===== src/rtl/frame_burst_sched.sv =====
// Frame-buffer burst scheduler: walks a frame in bursts of up to BURST_LEN words,
// requesting each burst only when the pixel FIFO can absorb it completely.
`timescale 1ns/1ps
module frame_burst_sched #(
    parameter int FIFO_ALMOSTFULL_DEPTH = 768,
    parameter int BURST_LEN             = 64,
    parameter int FRAME_WORDS           = 384000,
    parameter int BYTES_PER_WORD        = 4
) (
    input  logic        fifo_wr_clk,
    input  logic        rst_n,
    input  logic [31:0] frame_base_addr,
    input  logic        frame_start,
    input  logic [9:0]  fifo_wr_cnt,
    input  logic        fifo_full,
    output logic        fifo_clr,
    output logic        rd_req,
    output logic [31:0] rd_addr,
    output logic [7:0]  rd_len,
    input  logic        rd_ack,
    input  logic        rd_done,
    output logic        frame_busy,
    output logic        frame_done,
    output logic [2:0]  dbg_state_o
);

    typedef enum logic [2:0] {
        S_IDLE       = 3'd0,
        S_WAIT_SPACE = 3'd1,
        S_REQ        = 3'd2,
        S_XFER       = 3'd3,
        S_DONE       = 3'd4
    } state_t;

    localparam logic [10:0] AF_DEPTH   = 11'(FIFO_ALMOSTFULL_DEPTH);
    localparam logic [19:0] BURST_W    = 20'(BURST_LEN);
    localparam logic [19:0] FRAME_W    = 20'(FRAME_WORDS);
    localparam logic [31:0] WORD_BYTES = 32'(BYTES_PER_WORD);

    state_t      state_q, state_d;
    logic [31:0] addr_q, addr_d;
    logic [19:0] remain_q, remain_d;
    logic        pend_q, pend_d;

    logic [7:0]  len;
    logic [10:0] fill_after;
    logic        space_ok;
    logic [19:0] remain_next;
    logic        restart;

    assign len         = (remain_q < BURST_W) ? remain_q[7:0] : BURST_W[7:0];
    // 11-bit sum so a nearly full FIFO plus a burst cannot wrap past the limit
    assign fill_after  = {1'b0, fifo_wr_cnt} + {3'b000, len};
    assign space_ok    = !fifo_full && (fill_after <= AF_DEPTH);
    assign remain_next = remain_q - {12'd0, len};

    always_comb begin
        state_d  = state_q;
        addr_d   = addr_q;
        remain_d = remain_q;
        pend_d   = pend_q;
        restart  = 1'b0;
        case (state_q)
            S_IDLE: begin
                if (frame_start) restart = 1'b1;
            end
            S_WAIT_SPACE: begin
                if (frame_start)   restart = 1'b1;
                else if (space_ok) state_d = S_REQ;
            end
            S_REQ: begin
                if (frame_start) pend_d  = 1'b1;
                if (rd_ack)      state_d = S_XFER;
            end
            S_XFER: begin
                if (rd_done) begin
                    // A restart requested mid-burst takes effect once the burst has landed
                    if (pend_q || frame_start) begin
                        restart = 1'b1;
                    end else begin
                        addr_d   = addr_q + 32'(len) * WORD_BYTES;
                        remain_d = remain_next;
                        state_d  = (remain_next == 20'd0) ? S_DONE : S_WAIT_SPACE;
                    end
                end else if (frame_start) begin
                    pend_d = 1'b1;
                end
            end
            S_DONE: begin
                state_d = S_IDLE;
                if (frame_start) restart = 1'b1;
            end
            default: state_d = S_IDLE;
        endcase
        if (restart) begin
            addr_d   = frame_base_addr;
            remain_d = FRAME_W;
            pend_d   = 1'b0;
            state_d  = S_WAIT_SPACE;
        end
    end

    always_ff @(posedge fifo_wr_clk or negedge rst_n) begin
        if (!rst_n) begin
            state_q  <= S_IDLE;
            addr_q   <= 32'd0;
            remain_q <= 20'd0;
            pend_q   <= 1'b0;
        end else begin
            state_q  <= state_d;
            addr_q   <= addr_d;
            remain_q <= remain_d;
            pend_q   <= pend_d;
        end
    end

    // fifo_clr follows frame_start combinationally, so gate it with reset as well
    assign fifo_clr    = restart && rst_n;
    assign rd_req      = (state_q == S_REQ);
    assign rd_addr     = addr_q;
    assign rd_len      = len;
    assign frame_busy  = (state_q == S_WAIT_SPACE) || (state_q == S_REQ) || (state_q == S_XFER);
    assign frame_done  = (state_q == S_DONE);
    assign dbg_state_o = state_q;

endmodule


===== config.mk =====
export PLATFORM = sky130hd
export DESIGN_NAME = frame_burst_sched
export DESIGN_NICKNAME = d
export VERILOG_FILES = /design/src/rtl/frame_burst_sched.sv
export SDC_FILE = /design/constraint.sdc
export NUM_CORES = 1
export LEC_CHECK = 0
export BUFFER_PORTS_ARGS = -buffer_cell sky130_fd_sc_hd__clkbuf_2
export CAP_MARGIN = 20
export CELL_PAD_IN_SITES_DETAIL_PLACEMENT = 1
export CELL_PAD_IN_SITES_GLOBAL_PLACEMENT = 1
export CORE_MARGIN = 2
export CORE_UTILIZATION = 41
export CTS_CLUSTER_DIAMETER = 50
export CTS_CLUSTER_SIZE = 10
export DETAILED_ROUTE_END_ITERATION = 10
export MAX_ROUTING_LAYER = met4
export PLACE_DENSITY_LB_ADDON = 0.1
export SETUP_SLACK_MARGIN = 0.02
export SLEW_MARGIN = 0
export SYNTH_ARGS = -nofsm -noshare
export SYNTH_HDL_FRONTEND = slang
export SYNTH_SLANG_ARGS = --single-unit

===== constraint.sdc =====
create_clock -name fifo_wr_clk -period 5.2 [get_ports fifo_wr_clk]
set_clock_uncertainty 0.15 [all_clocks]
set_input_delay 1.3 -clock fifo_wr_clk [delete_from_list [all_inputs] [get_ports fifo_wr_clk]]
set_output_delay 1.3 -clock fifo_wr_clk [all_outputs]
set_load 0.01 [all_outputs]

==> results of run 1 <==
critical path, delay by kind of cell, from the launching register on:
family | cells | cell delay [ps]
AND/OR/NAND/NOR | 6 | 1740
AO/OA/AOI/OAI | 5 | 1350
buffers and inverters | 2 | 260
adder cells (fa/ha/maj) | 2 | 580
flip-flops | 1 | 510
power groups by stage:
stage | registers, mW | clock network, mW | logic [mW]
after floorplan | 0.620 | 0 | 0.333
after global placement | 0.627 | 0 | 0.535
after detailed placement | 0.633 | 0 | 0.556
after CTS | 0.625 | 0.308 | 0.559
after global routing | 0.643 | 0.323 | 0.617
final | 0.628 | 0.307 | 0.555
metal layers:
metal | up-vias | part of all wire
li1 | 2134 | -
met1 | 2251 | 0.44
met2 | 130 | 0.50
met3 | 22 | 0.045
met4 | 0 | 0.015
met5 | - | 0
cell usage after synthesis (all sizes together) (2+ instances only):
cell / instances / area, um2
nand2: 64 / 240
dfrtp: 56 / 1400
o21ai: 41 / 205
nor2: 40 / 150
a21oi: 31 / 159
nor3: 25 / 125
clkbuf: 21 / 80.1
nand3: 21 / 105
inv: 19 / 71.3
ha: 17 / 213
and2: 14 / 87.6
a221o: 13 / 131
o311ai: 12 / 105
nor4: 9 / 77.6
buf: 8 / 62.6
or4: 8 / 63.8
a211oi: 7 / 52.6
o211ai: 7 / 52.6
or3: 7 / 45.1
a2111oi: 6 / 52.6
a211o: 6 / 52.6
a22oi: 6 / 45.0
and3: 6 / 37.5
o21a: 6 / 45.0
xor2: 6 / 52.6
nand4: 5 / 31.3
o311a: 5 / 51.3
or2: 5 / 31.3
nor2b: 4 / 25.0
xnor2: 4 / 35.0
a21o: 3 / 22.5
mux2i: 3 / 30.0
nor4b: 3 / 41.3
o21bai: 3 / 22.5
a22o: 2 / 17.5
a31oi: 2 / 12.5
a41oi: 2 / 17.5
conb: 2 / 7.51
fa: 2 / 40.0
o2111ai: 2 / 23.8
o31ai: 2 / 15.0
or4b: 2 / 20.0
state kept, by name, indices dropped and copies added (netlist names):
register,count
dbg_state_o,3
pend_q,1
rd_addr,32
remain_q,20
cell families (layout without fill, tap and decap cells):
| logic type | count (synthesis) | count (layout) | synth area share |
|---|---|---|---|
| AOI/OAI and AO/OA | 165 | 165 | 0.273 |
| xor gates and xnor gates | 10 | 10 | 0.0205 |
| adders and majority gates | 19 | 19 | 0.0591 |
| buffers and inverters | 48 | 133 | 0.0501 |
| DFF | 56 | 56 | 0.328 |
| muxes | 3 | 3 | 0.00703 |
| other | 2 | 4 | 0.00176 |
| and+or+nand+nor | 217 | 217 | 0.260 |
worst max path at each step:
stage          cells after the start  slack [ps]        endpoint
6_report                          15         510     rd_addr[20]
5_1_grt                           15          50     rd_addr[26]
4_1_cts                           15         380     rd_addr[20]
3_5_place_dp                      15         470     rd_addr[18]
3_3_place_gp                      15         740     rd_addr[28]
2_1_floorplan                     13         840  dbg_state_o[0]
stage by stage:
| stage | util | setup slack, ps |
|---|---|---|
| finish | 0.489 | 511 |
| global route | 0.489 | 52.8 |
| CTS | 0.487 | 376 |
| detailed placement | 0.477 | 467 |
| global placement | 0.477 | 735 |
| floorplan | - | 843 |
area by class of cell:
cell class              count  area (um2)
multi-input cells         418        2690
well taps                 136         170
clock inverters             2        35.0
repair buffers            106         563
fillers                  1298        5230
flip-flops and latches     56        1400
clock buffers               6        72.6
inverters                  19        71.3
repair_timing:
item,in CTS,in global routing
gates resized for setup,0,2
endpoints found under the hold margin,0,0
setup endpoints to repair,0,5
==> flow_metrics.env, run 1 <==
export IMPL_status="complete, no violations"
export IMPL_via_per_inst=6.11
export IMPL_io_pins=95
export IMPL_tightest_slew_ps=866
export IMPL_crit_fanout=11
export IMPL_path_class="reg2reg"
export IMPL_fin_area_um2=5000
export IMPL_core_area_um2=10200
export IMPL_cts_made_buffers=5
export IMPL_syn_avg_cell_area_um2=8.22
export IMPL_root_buffer="clkbuf_8"
export IMPL_wl_per_cell_um=19.3
export IMPL_syn_area_um2=4270
export IMPL_ir_drop_uv=143
export IMPL_r2r_setup_slack_ps=510
export IMPL_fin_tns_setup_ps=0
export IMPL_p_sw_uw=616
export IMPL_slew_viol_final=0
export IMPL_drc_errors=0
export IMPL_hold_end="rd_addr[1]"
export IMPL_crit_path_cell_trace="nor4_4, nand3_1, nor3_1, buf_4, and2_1, ha_1, inv_1, fa_1, nor2b_1, o21ai_0, a21boi_0, o21ai_1, a211o_1, or2_2, o311ai_0"
export IMPL_slowest_stage="dfrtp_1"
export IMPL_synth_ff_type="dfrtp_1"
export IMPL_cts_hold_buf=0
export IMPL_synth_seq_cells=56
export IMPL_synth_cells=520
export IMPL_holdCritStartpoint="rd_addr[1]"
export IMPL_critPathCaptureType="flip-flop"
export IMPL_place_area_um2=4880
export IMPL_cts_sinks=56
export IMPL_period_share=0.902
export IMPL_dr_total_vias=4537
export IMPL_post_cts_buffers=0
export IMPL_grt_met1_usage=0.334
export IMPL_start_util=0.418
export IMPL_p_leak_nw=2.19
export IMPL_pwr_share_seq=0.422
export IMPL_postRouteWirelength_um=14300
export IMPL_p_clk_frac=0.206
export IMPL_pwr_share_comb=0.372
export IMPL_startpoint="remain_q[8]"
export IMPL_switching_share=0.413
export IMPL_drive_above_1_share=0.219
export IMPL_die_h_um=106
export IMPL_die_area_um2=11300
export IMPL_min_path_cells=2
export IMPL_cp_required_ps=5260
export IMPL_timing_fmax_mhz=213
export IMPL_relSlewSlack=0.418
export IMPL_yosysUniqueCellTypes=69
export IMPL_r2r_end="rd_addr[20]"
export IMPL_grt_busiest_layer="met2"
export IMPL_antenna_found_initial=0
export IMPL_drv_cap=0
export IMPL_setup_viol=0
export IMPL_die_w_um=106
export IMPL_area_growth_pct=17.0
export IMPL_std_cell_rows=37
export IMPL_total_power_mw=1.49
export IMPL_reg2regPathDepth=15
export IMPL_grt_max_degree=57
export IMPL_clk_latency_ps=320
export IMPL_yosysWarnings=0
export IMPL_async_flop_share=1.00
export IMPL_tritoncts="built"
export IMPL_layout_commonest_cell="clkbuf_2"
export IMPL_ant_nets=0
export IMPL_seq_area_frac_synth=0.328
export IMPL_clkTransAtPathRegs_ps=110
export IMPL_grt_overflow_total=0
export IMPL_holdCritPathClass="reg2reg"
export IMPL_io_buffers=93
export IMPL_start_kind="flip-flop"
export IMPL_min_period_ps=4690
export IMPL_placed_cells=735
export IMPL_rsz0062_at_grt="no"
export IMPL_layout_common_cells="clkbuf_2 (93), nand2_1 (64), dfrtp_1 (56)"
export IMPL_holdWs_ps=331
export IMPL_power_density_nw_per_um2=298
export IMPL_hold_viol_final=0
export IMPL_num_nets_final=673
export IMPL_grtUsageMet2=0.467
export IMPL_clockBufferDepth=2
export IMPL_drt_pass1_iter_count=5
export IMPL_internal_power_uw=874
export IMPL_grt_pass1_vias=4792
export IMPL_timing_rr_start="remain_q[8]"
export IMPL_gp_congestion=0.969
export IMPL_grtUsageTotal=0.268
export IMPL_grt_pass1_wl_um=23800
export IMPL_cp_arrival_ps=4750
export IMPL_h_tree_depth=2
export IMPL_synth_enable_flop_cells=0
export IMPL_max_stage_delay_ps=510
export IMPL_drt_iter0_drc=214
export IMPL_antenna_cells=0
export IMPL_fin_cells=743
export IMPL_hpwlAfterDp_um=10700
export IMPL_met3_usage=0.0319
(Power assumes the default switching activity.)
==> run 2: changes to the inputs <==
CORE_UTILIZATION = 42   (was 41)
CTS_BUF_LIST = sky130_fd_sc_hd__clkbuf_8   (was not set)
==> flow_metrics.env, run 2 (synthesis gave the netlist of run 1 again) <==
export IMPL_grtUsageTotal=0.259
export IMPL_fill_cells=1277
export IMPL_clkTransAtPathRegs_ps=110
export IMPL_setup_viol=0
export IMPL_io_buffers=93
export IMPL_cp_arrival_ps=4860
export IMPL_multiInputGateArea_um2=2670
export IMPL_core_area_um2=9820
export IMPL_drc_errors=0
export IMPL_ctsResizeCount=0
export IMPL_area_growth_pct=15.5
export IMPL_grt_pass1_vias=4521
export IMPL_slew_viol_final=0
export IMPL_fin_tns_setup_ps=0
export IMPL_grt_pass1_wl_um=22600
export IMPL_die_area_um2=11000
export IMPL_holdCritPathClass="reg2reg"
export IMPL_r2r_end="rd_addr[18]"
export IMPL_largest_reg_flops=32
export IMPL_clk_latency_ps=330
export IMPL_tritoncts="built"
export IMPL_min_period_ps=4800
export IMPL_antenna_found_initial=0
export IMPL_root_buffer="clkbuf_8"
export IMPL_die_w_um=105
export IMPL_grt_overflow_total=0
export IMPL_period_share=0.923
export IMPL_start_util=0.435
export IMPL_r2r_setup_slack_ps=400
export IMPL_startpoint="remain_q[8]"
export IMPL_layout_common_cells="clkbuf_2 (93), nand2_1 (64), dfrtp_1 (56)"
export IMPL_fin_cells=737
export IMPL_cts_made_buffers=5
export IMPL_grt_max_degree=57
export IMPL_via_per_inst=6.06
export IMPL_cts_sinks=56
export IMPL_relSlewSlack=0.426
export IMPL_ant_nets=0
export IMPL_ir_drop_uv=144
export IMPL_wl_per_cell_um=18.4
export IMPL_post_cts_buffers=0
export IMPL_rsz0062_at_grt="no"
export IMPL_antenna_cells=0
export IMPL_hold_viol_final=0
export IMPL_std_cell_rows=36
export IMPL_die_h_um=105
export IMPL_postRouteWirelength_um=13600
export IMPL_path_class="reg2reg"
export IMPL_dr_total_vias=4463
export IMPL_crit_fanout=11
export IMPL_power_density_nw_per_um2=287
export IMPL_drt_pass1_iter_count=4
export IMPL_cp_required_ps=5260
export IMPL_drive_above_1_share=0.212
export IMPL_drv_cap=0
export IMPL_start_kind="flip-flop"
export IMPL_io_pins=95
export IMPL_total_power_mw=1.42
export IMPL_tightest_slew_ps=854
export IMPL_num_nets_final=670
export IMPL_hpwlAfterDp_um=10100
export IMPL_holdCritStartpoint="rd_addr[1]"
export IMPL_h_tree_depth=2
export IMPL_placed_cells=729
export IMPL_gp_congestion=0.907
export IMPL_cts_hold_buf=0
export IMPL_timing_rr_start="remain_q[8]"
export IMPL_cp_endpoint="rd_addr[18]"
export IMPL_timing_fmax_mhz=208
export IMPL_seqCellArea_um2=1400
export IMPL_critPathCaptureType="flip-flop"
export IMPL_clockBufferDepth=2
export IMPL_layout_commonest_cell="clkbuf_2"
export IMPL_p_leak_nw=2.17
export IMPL_status="complete, no violations"
export IMPL_reg2regPathDepth=15
export IMPL_drt_iter0_drc=192
==> run 2: cell types whose count changed in the layout (fill, tap and decap cells not counted), sizes merged <==
cell / previous run / this run
bufinv: 1 / 0
buf: 13 / 10
clkbuf: 99 / 98
inv: 19 / 21
==> run 2: cell type report <==
cell class                 count  area share
multi-input combinational    418       0.541
sequential                    56       0.284
timing repair buffer         103       0.109
tap                          133      0.0337
inverter                      19      0.0144
clock buffer                   5      0.0139
clock inverter                 3     0.00329
==> run 2: per-stage QoR <==
stage	worst slack (ps)	hold slack, ps	cell area, um2	utilization
detailed placement	473	306	4850	0.494
global route	56.1	376	4940	0.503
CTS	427	331	4940	0.503
floorplan	843	319	4280	-
finish	401	323	4940	0.503
global placement	691	298	4850	0.494
==> run 2: worst min path at each step <==
stage,to,slack [ps],cells past startpoint
finish,rd_addr[1],320,2
detailed placement,rd_addr[1],310,2
floorplan,remain_q[0],320,1
global route,rd_addr[0],380,2
CTS,rd_addr[1],330,2
global placement,rd_addr[1],300,2
==> run 2: worst max-delay path, cell delays in order (launching register included) <==
cell and delay (ps):
dfrtp_1 490, nor4_2 500, nand3_1 360, nor3_1 300, buf_4 210, and2_1 190, ha_1 190, inv_1 60
fa_1 380, nor2b_1 160, o21ai_0 130, a21boi_0 270, o21ai_1 260, a211o_1 380, or2_2 320, o311ai_0 340
==> run 2: layer usage <==
metal	share of wire	wire (um)	vias to the layer above	track usage
met4	0.019	257	0	0.0800
li1	-	-	2125	-
met1	0.46	6190	2212	0.330
met5	0	0	-	-
met3	0.035	478	23	0.0306
met2	0.49	6670	103	0.434
==> run 2: power breakdown <==
part,internal [mW],switching [mW]
Clock,0.0931,0.155
Combinational,0.220,0.326
Sequential,0.509,0.113
Total,0.823,0.594
